File: src/rtl/irq_ctrl.sv
// ---------------------------------------------------------------------------
// irq_ctrl: memory-mapped platform interrupt controller.
//
// Collects NSRC asynchronous interrupt sources and synchronizes them. Each
// source passes through a level or rising-edge gateway into PENDING. A
// claim/complete register pair lets software service one source at a time.
// The controller drives the machine external interrupt line (meip) to the
// core.
//
// Source i carries ID i+1. ID 0 means "no source".
//
// Register map (byte offsets; only bus_addr[4:2] is decoded):
//   0x00 PENDING    RO
//   0x04 ENABLE     RW
//   0x08 EDGE_MODE  RW  (1 = rising edge, 0 = level)
//   0x0C CLAIM      read: claim lowest eligible ID; write: complete ID
//   0x10 INFLIGHT   RO
//   Unmapped reads return 0. Unmapped writes are ignored.
//
// Ports:
//   clk        core clock
//   rstn       synchronous active-low reset
//   irq_src    raw asynchronous interrupt requests, active high
//   bus_req    register access strobe, one access per cycle
//   bus_wr     1 = write, 0 = read (qualified by bus_req)
//   bus_addr   byte address
//   bus_wdata  write data
//   bus_rdata  registered read data, one-cycle latency, held between reads
//   meip       registered machine external interrupt pending
// ---------------------------------------------------------------------------
module irq_ctrl #(
  parameter int NSRC        = 8,
  parameter int SYNC_STAGES = 2
) (
  input  logic            clk,
  input  logic            rstn,
  input  logic [NSRC-1:0] irq_src,
  input  logic            bus_req,
  input  logic            bus_wr,
  input  logic [11:0]     bus_addr,
  input  logic [31:0]     bus_wdata,
  output logic [31:0]     bus_rdata,
  output logic            meip
);

  typedef enum logic [2:0] {
    REG_PENDING  = 3'd0,
    REG_ENABLE   = 3'd1,
    REG_EDGE     = 3'd2,
    REG_CLAIM    = 3'd3,
    REG_INFLIGHT = 3'd4
  } reg_sel_e;

  // State
  logic [NSRC-1:0] r_sync [SYNC_STAGES];
  logic [NSRC-1:0] r_prev;
  logic [NSRC-1:0] r_pending;
  logic [NSRC-1:0] r_enable;
  logic [NSRC-1:0] r_edge;
  logic [NSRC-1:0] r_inflight;

  // Decode
  reg_sel_e        w_sel;
  logic            w_rd;
  logic            w_wr;
  logic            w_claim_rd;
  logic            w_cmpl_wr;
  logic            w_unused_addr;

  // Gateway and claim/complete
  logic [NSRC-1:0] w_s;
  logic [NSRC-1:0] w_elig;
  logic [NSRC-1:0] w_set_edge;
  logic [NSRC-1:0] w_set_level;
  logic [NSRC-1:0] w_claim_oh;
  logic [NSRC-1:0] w_claim_clr;
  logic [NSRC-1:0] w_cmpl_oh;
  logic [NSRC-1:0] w_pending_nxt;
  logic [NSRC-1:0] w_inflight_nxt;
  logic [4:0]      w_claim_id;
  logic [31:0]     w_rdata_nxt;

  assign w_sel      = reg_sel_e'(bus_addr[4:2]);
  assign w_rd       = bus_req & ~bus_wr;
  assign w_wr       = bus_req &  bus_wr;
  assign w_claim_rd = w_rd & (w_sel == REG_CLAIM);
  assign w_cmpl_wr  = w_wr & (w_sel == REG_CLAIM);

  // Address bits outside [4:2] are intentionally ignored (registers alias).
  assign w_unused_addr = ^{bus_addr[11:5], bus_addr[1:0]};

  assign w_s    = r_sync[SYNC_STAGES-1];
  assign w_elig = r_pending & r_enable & ~r_inflight;

  // Edge gateway records a rising edge even while the source is in flight.
  // Level gateway stays closed while the source is in flight.
  assign w_set_edge  =  r_edge & w_s & ~r_prev;
  assign w_set_level = ~r_edge & w_s & ~r_inflight;

  // Lowest-index eligible source wins the claim.
  always_comb begin
    // NOTE: every combinational output gets a default first so no path can
    // leave it unassigned and infer a latch.
    w_claim_id = '0;
    w_claim_oh = '0;
    for (int i = NSRC - 1; i >= 0; i--) begin
      if (w_elig[i]) begin
        w_claim_id    = 5'(i + 1);
        w_claim_oh    = '0;
        w_claim_oh[i] = 1'b1;
      end
    end
  end

  // A claim that returns 0 has an all-zero one-hot and so changes nothing.
  assign w_claim_clr = w_claim_rd ? w_claim_oh : '0;

  // Complete decodes the full 32-bit ID; out-of-range values match nothing.
  always_comb begin
    w_cmpl_oh = '0;
    if (w_cmpl_wr) begin
      for (int i = 0; i < NSRC; i++) begin
        if (bus_wdata == 32'(i + 1)) w_cmpl_oh[i] = 1'b1;
      end
    end
  end

  // Same-cycle claim and set: an edge set survives the claim, a level set
  // does not (the gateway closes as the source goes in flight).
  assign w_pending_nxt  = (r_pending & ~w_claim_clr) | w_set_edge
                        | (w_set_level & ~w_claim_clr);
  assign w_inflight_nxt = (r_inflight | w_claim_clr) & ~w_cmpl_oh;

  always_comb begin
    w_rdata_nxt = '0;
    case (w_sel)
      REG_PENDING:  w_rdata_nxt = 32'(r_pending);
      REG_ENABLE:   w_rdata_nxt = 32'(r_enable);
      REG_EDGE:     w_rdata_nxt = 32'(r_edge);
      REG_CLAIM:    w_rdata_nxt = 32'(w_claim_id);
      REG_INFLIGHT: w_rdata_nxt = 32'(r_inflight);
      default:      w_rdata_nxt = '0;
    endcase
  end

  // NOTE: sequential state uses non-blocking assignments so every flop
  // samples values from before the edge, independent of statement order.
  always_ff @(posedge clk) begin
    if (!rstn) begin
      for (int k = 0; k < SYNC_STAGES; k++) r_sync[k] <= '0;
      r_prev     <= '0;
      r_pending  <= '0;
      r_enable   <= '0;
      r_edge     <= '0;
      r_inflight <= '0;
      bus_rdata  <= '0;
      meip       <= 1'b0;
    end else begin
      r_sync[0] <= irq_src;
      for (int k = 1; k < SYNC_STAGES; k++) r_sync[k] <= r_sync[k-1];
      r_prev     <= w_s;
      r_pending  <= w_pending_nxt;
      r_inflight <= w_inflight_nxt;
      if (w_wr && (w_sel == REG_ENABLE)) r_enable <= bus_wdata[NSRC-1:0];
      if (w_wr && (w_sel == REG_EDGE))   r_edge   <= bus_wdata[NSRC-1:0];
      if (w_rd) bus_rdata <= w_rdata_nxt;
      meip <= |w_elig;
    end
  end

endmodule

File: config.mk
export PLATFORM = sky130hd
export DESIGN_NAME = irq_ctrl
export DESIGN_NICKNAME = d
export VERILOG_FILES = /design/src/rtl/irq_ctrl.sv
export SDC_FILE = /design/constraint.sdc
export NUM_CORES = 1
export LEC_CHECK = 0
export ABC_CLOCK_PERIOD_IN_PS = 2200
export BUFFER_PORTS_ARGS = -buffer_cell sky130_fd_sc_hd__buf_4
export CAP_MARGIN = 20
export CORE_UTILIZATION = 50
export CTS_BUF_LIST = sky130_fd_sc_hd__clkbuf_16
export CTS_CLUSTER_DIAMETER = 80
export DETAILED_ROUTE_END_ITERATION = 8
export HOLD_SLACK_MARGIN = 0.1
export MAX_ROUTING_LAYER = met4
export PLACE_DENSITY = 0.87
export SYNTH_ARGS = -nofsm -noshare
export SYNTH_HDL_FRONTEND = slang
export SYNTH_SLANG_ARGS = --single-unit
export TNS_END_PERCENT = 100
File: constraint.sdc
create_clock -name clk -period 2.2 [get_ports clk]
set_input_delay 0.44 -clock clk [delete_from_list [all_inputs] [get_ports clk]]
set_output_delay 0.44 -clock clk [all_outputs]
set_load 0.01 [all_outputs]
==> run summary, run 1 <==
number of vias per cell: 5.62
leakage power summed over all cells: 1.49 nW
initial antenna violation count: 0
clock insertion delay at the later pin of the skew report: 0.33 ns
final period utilization: 84.0%
Critical Setup Path Class: in -> reg
HPWL Detailed: 4720 um
Final Hold Fails: 0
number of synthesized register bits: 65
post-synthesis async set-or-reset flop share: 0%
effective utilization at floorplan: 53.2%
hold_buf cts: 0
gpl congestion: 0.892
count of H-tree levels built during CTS: 3
Total Wirelength: 7130 um
Mapped Avg Cell Area: 9.02 um^2
clock root buffer: sky130_fd_sc_hd__clkbuf_16
post-detailed-route count of antenna-violating nets: 0
post-route core utilization: 65.5%
DIE WIDTH: 79.5 um
leading cell type in the layout, fill and taps excluded: sky130_fd_sc_hd__dfxtp_1
number of DRC markers in iteration 0: 298
startpoint type of the worst setup path: input port
dominant register cell in the synthesized netlist: sky130_fd_sc_hd__dfxtp_1
largest voltage drop on the vdd net: 0.561 mV
Area after DPL: 3400 um^2
die height: 79.5 um
buffers from clock root to sink, at most: 2
Port Buffers: 55
largest net degree at the start of global routing: 38
final setup violating endpoints: 0
headroom to the max-slew limit: 33.7%
remaining routing DRC violations: 0
area leader, netlist: sky130_fd_sc_hd__dfxtp_1
mean routed wirelength per cell: 15.4 um
number of gates resized after CTS: 0
total power per unit cell area: 791 nW/um^2
shortest clock period the worst path allows after layout: 1.85 ns
area share of the leading cell type in the synthesized netlist: 43.3%
pin slew with the least headroom to its limit: 0.994 ns
sum of negative setup slack: 0 ns
setup repair after global routing missed its margin: false
count of yosys warnings during synthesis: 0
number of synthesized flops with an enable pin: 0
Layout Cell Area excl Fill: 3690 um^2
via count of the first global-routing pass: 2435
data arrival time of the critical path: 2.04 ns
P&R area growth vs syn: 22.9%
# Post-CTS Setup Buffers: 0
Post-Synthesis Cell Area: 3000 um^2
Critical Path, Cell by Cell: buf_4, or4_1, or3_4, nor4_2, a31oi_1
Max Cap Violations: 0
outcome: finished clean
Total Die Area: 6320 um^2
highest achievable clock rate: 541 MHz
global-route wire length before repair: 11700 um
count of different cell masters after synthesis: 42
CTS tree: built
total global routing track utilization: 25.3%
Power, Total: 2.92 mW
final worst clock skew: 0.00467 ns
CP peak stage delay: 0.57 ns
net count of the finished layout: 444
CP Capture Type: flip-flop
total grt overflow: 0
share of layout cells above drive strength 1: 20.3%
total via count after detailed routing: 2597
First-pass DRT Iterations: 6
Synth Instances: 333
area of the core: 5640 um^2
highest-count cells in the layout ignoring fill and taps: sky130_fd_sc_hd__dfxtp_1 (65), sky130_fd_sc_hd__buf_4 (60), sky130_fd_sc_hd__nor2_1 (30)
row count: 27
# clock sinks: 65
n_diodes: 0
total clock buffers created by CTS: 9
top fanout value on the critical path: 3
number of slew-limit violations in the final report: 0
critical path data required time: 2.40 ns
Hold Path Class: in -> reg
cell with the largest stage delay on the worst path: sky130_fd_sc_hd__or4_1
clock transition at the registers of the reported paths: 0.05 ns
portion of the post-synthesis area used by sequential elements: 43.3%
# IOs: 89
biggest area contributors in the synthesized netlist: sky130_fd_sc_hd__dfxtp_1 (43%), sky130_fd_sc_hd__mux2i_1 (8.0%), sky130_fd_sc_hd__buf_4 (6.0%)
cell usage after synthesis, types with 7 or more instances:
library cell,n
sky130_fd_sc_hd__nand2b_1,7
sky130_fd_sc_hd__mux2i_1,24
sky130_fd_sc_hd__a21oi_1,22
sky130_fd_sc_hd__nor2b_1,8
sky130_fd_sc_hd__buf_4,24
sky130_fd_sc_hd__clkbuf_1,10
sky130_fd_sc_hd__dfxtp_1,65
sky130_fd_sc_hd__nand2_1,11
sky130_fd_sc_hd__nor4_1,8
sky130_fd_sc_hd__nor3_1,12
sky130_fd_sc_hd__and2_1,25
sky130_fd_sc_hd__nor2_1,30
sky130_fd_sc_hd__nand3b_1,8
sky130_fd_sc_hd__o21ai_0,12
cell type report:
cell class	count	area [um^2]
clock buffers	9	225
multi-input cells	249	1540
well taps	72	90.1
flip-flops and latches	65	1300
inverters	3	11.3
fillers	462	1950
clock inverters	4	71.3
repair buffers	60	450
sequential cells by signal, indices dropped and copies added, names as in the netlist:
register	count
r_edge	8
meip	1
r_sync	16
r_inflight	8
bus_rdata	8
r_pending	8
r_enable	8
r_prev	8
logic make-up (layout without fill, tap and decap cells):
group | Yosys count | count (layout) | synth area share, %
AND/OR/NAND/NOR | 130 | 130 | 25.0
AO/OA/AOI/OAI | 71 | 71 | 15.0
flip-flops | 65 | 65 | 43.3
buffers and inverters | 42 | 76 | 8.58
multiplexers | 24 | 24 | 8.00
other | 1 | 24 | 0.125
stage by stage:
step | worst slack, ns | hold WS, ns | std cells
6_report | 0.352 | 0.314 | 462
5_1_grt | 0.165 | 0.326 | 462
4_1_cts | 0.368 | 0.308 | 462
3_5_place_dp | 0.0231 | 0.417 | 449
3_3_place_gp | 0.0563 | 0.414 | 449
2_1_floorplan | 0.339 | 0.412 | 356
power by group:
part / total, mW / switching [mW] / internal, mW
Clock: 1.45 / 0.482 / 0.967
Combinational: 0.238 / 0.125 / 0.113
Sequential: 1.24 / 0.0202 / 1.22
critical path, delay by kind of cell:
kind / cells / cell delay [ns]
and+or+nand+nor: 3 / 1.35
AOI/OAI and AO/OA: 1 / 0.14
buffers and inverters: 1 / 0.12
layer usage:
layer / part of all wire, % / global-route usage, %
met2: 48 / 39.3
met1: 43 / 30.9
met5: 0 / -
met3: 6.7 / 5.83
met4: 2.0 / 12.0
final timing paths:
| check | start | end | slack [ns] | depth (start not counted) |
|---|---|---|---|---|
| setup reg to reg | r_inflight[1]$_SDFF_PN0_ | r_pending[7]$_SDFF_PN0_ | 0.36 | 5 |
| hold reg to reg | r_sync[0][3]$_SDFF_PN0_ | r_sync[0][11]$_SDFF_PN0_ | 0.43 | 1 |
| hold / removal | irq_src[2] | r_sync[0][2]$_SDFF_PN0_ | 0.31 | 2 |
| setup / recovery | bus_wdata[5] | r_inflight[2]$_SDFF_PN0_ | 0.35 | 5 |
Note: power is estimated with default switching activity, not from simulation.
==> inputs of run 2 (changes only) <==
--- a/config.mk
+++ b/config.mk
@@ -5,16 +5,16 @@
 export SDC_FILE = /design/constraint.sdc
 export NUM_CORES = 1
 export LEC_CHECK = 0
-export ABC_CLOCK_PERIOD_IN_PS = 2200
+export ABC_CLOCK_PERIOD_IN_PS = 1700
 export BUFFER_PORTS_ARGS = -buffer_cell sky130_fd_sc_hd__buf_4
 export CAP_MARGIN = 20
-export CORE_UTILIZATION = 50
+export CORE_UTILIZATION = 46
 export CTS_BUF_LIST = sky130_fd_sc_hd__clkbuf_16
 export CTS_CLUSTER_DIAMETER = 80
 export DETAILED_ROUTE_END_ITERATION = 8
 export HOLD_SLACK_MARGIN = 0.1
 export MAX_ROUTING_LAYER = met4
-export PLACE_DENSITY = 0.87
+export PLACE_DENSITY = 0.84
 export SYNTH_ARGS = -nofsm -noshare
 export SYNTH_HDL_FRONTEND = slang
 export SYNTH_SLANG_ARGS = --single-unit
==> constraint.sdc (replaced) <==
create_clock -name clk -period 1.7 [get_ports clk]
set_input_delay 0.34 -clock clk [delete_from_list [all_inputs] [get_ports clk]]
set_output_delay 0.34 -clock clk [all_outputs]
set_load 0.01 [all_outputs]
==> run 2 against run 1 <==
  * The run now ends with setup timing left
  * Combinational power rose by 49%
  * Non-clock buffer count increased by 31
  * Sequential power is 29% higher
  * Power up 27%
  * Cell area increased by 7.3%
  * Global-route usage down 1.5 points
  * Final cell count rose by 8.4%
  * Largest cell class unchanged
  * Utilization decreased by 2.7 points
  * Critical path type unchanged
  * Critical path depth stayed put
  * Clock power is 21% higher
==> run summary, run 2 (synthesized netlist as in run 1, its figures left out) <==
final worst clock skew: 0.00704 ns (+0.00237 ns)
total via count after detailed routing: 2791 (+7.5%)
combinational cell fraction of total power: 9.5% (+1.3 points)
outcome: complete, but fails checks
fill count: 548 (+19%)
initial antenna violation count: 0 (unchanged)
violated checks: setup timing
DIE WIDTH: 82.8 um (+4.2%)
CP Capture Type: flip-flop
depth of the worst hold-timing path: 2 (unchanged)
critical path data required time: 1.90 ns (-0.50 ns)
highest-count cells in the layout ignoring fill and taps: sky130_fd_sc_hd__buf_4 (89), sky130_fd_sc_hd__dfxtp_1 (65), sky130_fd_sc_hd__nor2_1 (30)
leading cell type in the layout, fill and taps excluded: sky130_fd_sc_hd__buf_4
buffers from clock root to sink, at most: 2 (unchanged)
Critical Setup Path Class: in -> reg
Total Die Area: 6860 um^2 (+8.5%)
largest voltage drop on the vdd net: 0.859 mV (+53%)
share of layout cells above drive strength 1: 27.1% (+6.9 points)
power share of the sequential group: 43.1% (+0.8 points)
total global routing track utilization: 23.8% (-1.5 points)
effective utilization at floorplan: 47.6% (-5.7 points)
total grt overflow: 0 (unchanged)
number of flip-flops under the largest register name: 16 (unchanged)
critical path buffer and inverter count: 1 (unchanged)
row count: 29 (+7.4%)
net switching power of the design: 0.843 mW (+34%)
setup repair after global routing missed its margin: true
worst-case hold slack: 0.215 ns (-0.0991 ns)
cell with the largest stage delay on the worst path: sky130_fd_sc_hd__or4_4
area of the core: 6310 um^2 (+12%)
HPWL Detailed: 5660 um (+20%)
post-detailed-route count of antenna-violating nets: 0 (unchanged)
reg-to-reg critical path endpoint: r_pending[7]$_SDFF_PN0_
clock insertion delay at the later pin of the skew report: 0.33 ns (about the same)
global-route wire length before repair: 12500 um (+7.0%)
fraction of power spent switching nets: 22.7% (+1.3 points)
headroom to the max-slew limit: 50.3% (+17 points)
family of cells with the greatest summed delay on the critical path: simple AND/OR/NAND/NOR gates
n_diodes: 0 (unchanged)
count of H-tree levels built during CTS: 3 (unchanged)
P&R area growth vs syn: 31.9%
origin of the critical flop-to-flop path: r_inflight[3]$_SDFF_PN0_
hold_buf cts: 0 (unchanged)
worst hold endpoint: r_sync[0][2]$_SDFF_PN0_
leakage power summed over all cells: 1.65 nW (+11%)
Hold Path Class: in -> reg
First-pass DRT Iterations: 4 (-2)
Internal Dissipation: 2.87 mW (+25%)
Critical Path, Cell by Cell: buf_6, or4_4, or3_4, nor4b_4, a311oi_1
die height: 82.8 um (+4.2%)
pin slew with the least headroom to its limit: 0.744 ns (-0.250 ns)
clock root buffer: sky130_fd_sc_hd__clkbuf_16
CTS tree: built
final setup violating endpoints: 1 (+1)
# IOs: 89 (unchanged)
PnR worst setup slack: -0.00848 ns (-0.360 ns)
shortest clock period the worst path allows after layout: 1.71 ns
total power per unit cell area: 936 nW/um^2 (+18%)
number of vias per cell: 5.57 (-0.90%)
Final Hold Fails: 0 (unchanged)
Hold Startpoint: irq_src[2]
Port Buffers: 55 (unchanged)
gpl congestion: 0.927 (+4.0%)
final period utilization: 100%
via count of the first global-routing pass: 2607 (+7.1%)
CP peak stage delay: 0.53 ns (-0.04 ns)
largest net degree at the start of global routing: 23 (-39%)
remaining routing DRC violations: 0 (unchanged)
clock transition at the registers of the reported paths: 0.06 ns (about the same)
number of DRC markers in iteration 0: 190 (-36%)
net count of the finished layout: 475 (+7.0%)
total clock buffers created by CTS: 9 (unchanged)
# clock sinks: 65 (unchanged)
register ranked first by flip-flop count: r_sync
number of slew-limit violations in the final report: 0 (unchanged)
Total Wirelength: 7720 um (+8.2%)
Power, Total: 3.71 mW (+27%)
mean routed wirelength per cell: 15.4 um (-0.18%)
clock group share of total power: 47.4% (-2.2 points)
startpoint type of the worst setup path: input port
flop-to-flop setup slack: 0.14 ns (-0.22 ns)
data arrival time of the critical path: 1.90 ns (-0.14 ns)
highest achievable clock rate: 585 MHz
number of cells on the worst reg-to-reg path: 5 (unchanged)
top fanout value on the critical path: 4 (+1)
Max Cap Violations: 0 (unchanged)
[run 2: cell types whose count changed in the layout (fill, tap and decap cells not counted), moves of 2 or more]
cell,change
sky130_fd_sc_hd__nor4_1,-3
sky130_fd_sc_hd__inv_1,+2
sky130_fd_sc_hd__nor4_2,+2
sky130_fd_sc_hd__buf_6,+2
sky130_fd_sc_hd__buf_4,+29
sky130_fd_sc_hd__clkinvlp_4,+2
[run 2: metrics by stage]
step	setup WS (ns)	instances	util, %	area, um^2	TNS (ns)
final	-0.00848	501	62.8	3960	-0.00848
after global routing	-0.0598	501	62.8	3960	-0.156
after CTS	0.0195	501	62.3	3930	0
after detailed placement	-0.369	485	57.6	3640	-2.57
after global placement	-0.301	485	57.6	3640	-2.06
after floorplan	-0.0610	356	-	3090	-0.220
[run 2: per-layer routing]
metal	wire length, um	track usage [%]	vias up	share of wire, %
met5	0	-	-	0
met4	246	12.4	0	3.2
met3	534	6.36	34	6.9
met2	3700	37.5	162	48
met1	3240	27.9	1274	42
li1	-	-	1321	-
[run 2: cell type report]
type | instances | area (um^2) | area share (%)
multi-input combinational | 249 | 1580 | 39.7
sequential | 65 | 1300 | 32.8
timing repair buffer | 91 | 691 | 17.4
clock buffer | 9 | 225 | 5.68
tap | 77 | 96.3 | 2.43
clock inverter | 7 | 63.8 | 1.61
inverter | 3 | 11.3 | 0.284
[run 2: worst max path at each step]
stage,startpoint,endpoint,slack (ns),depth (start not counted)
after floorplan,bus_wdata[5],r_inflight[6]$_SDFF_PN0_,-0.06,4
after global placement,bus_wdata[5],r_inflight[0]$_SDFF_PN0_,-0.30,5
after detailed placement,bus_wdata[5],r_inflight[2]$_SDFF_PN0_,-0.37,5
after CTS,bus_wdata[5],r_inflight[6]$_SDFF_PN0_,0.02,5
after global routing,bus_wdata[15],r_inflight[6]$_SDFF_PN0_,-0.06,5
final,bus_wdata[15],r_inflight[6]$_SDFF_PN0_,-0.008,5
[run 2: what timing repair did]
item / CTS / global route
endpoints found under the setup margin: 3 / 6
pin swaps: 0 / 6
resized for setup: 1 / 6
setup buffers: 0 / 0
[run 2: power groups by stage]
stage | Sequential [mW] | Combinational, mW | Clock [mW]
after CTS | 1.60 | 0.344 | 1.79
after floorplan | 1.63 | 0.198 | 0
after global placement | 1.63 | 0.333 | 0
after global routing | 1.60 | 0.381 | 1.86
final | 1.60 | 0.354 | 1.76
after detailed placement | 1.63 | 0.341 | 0
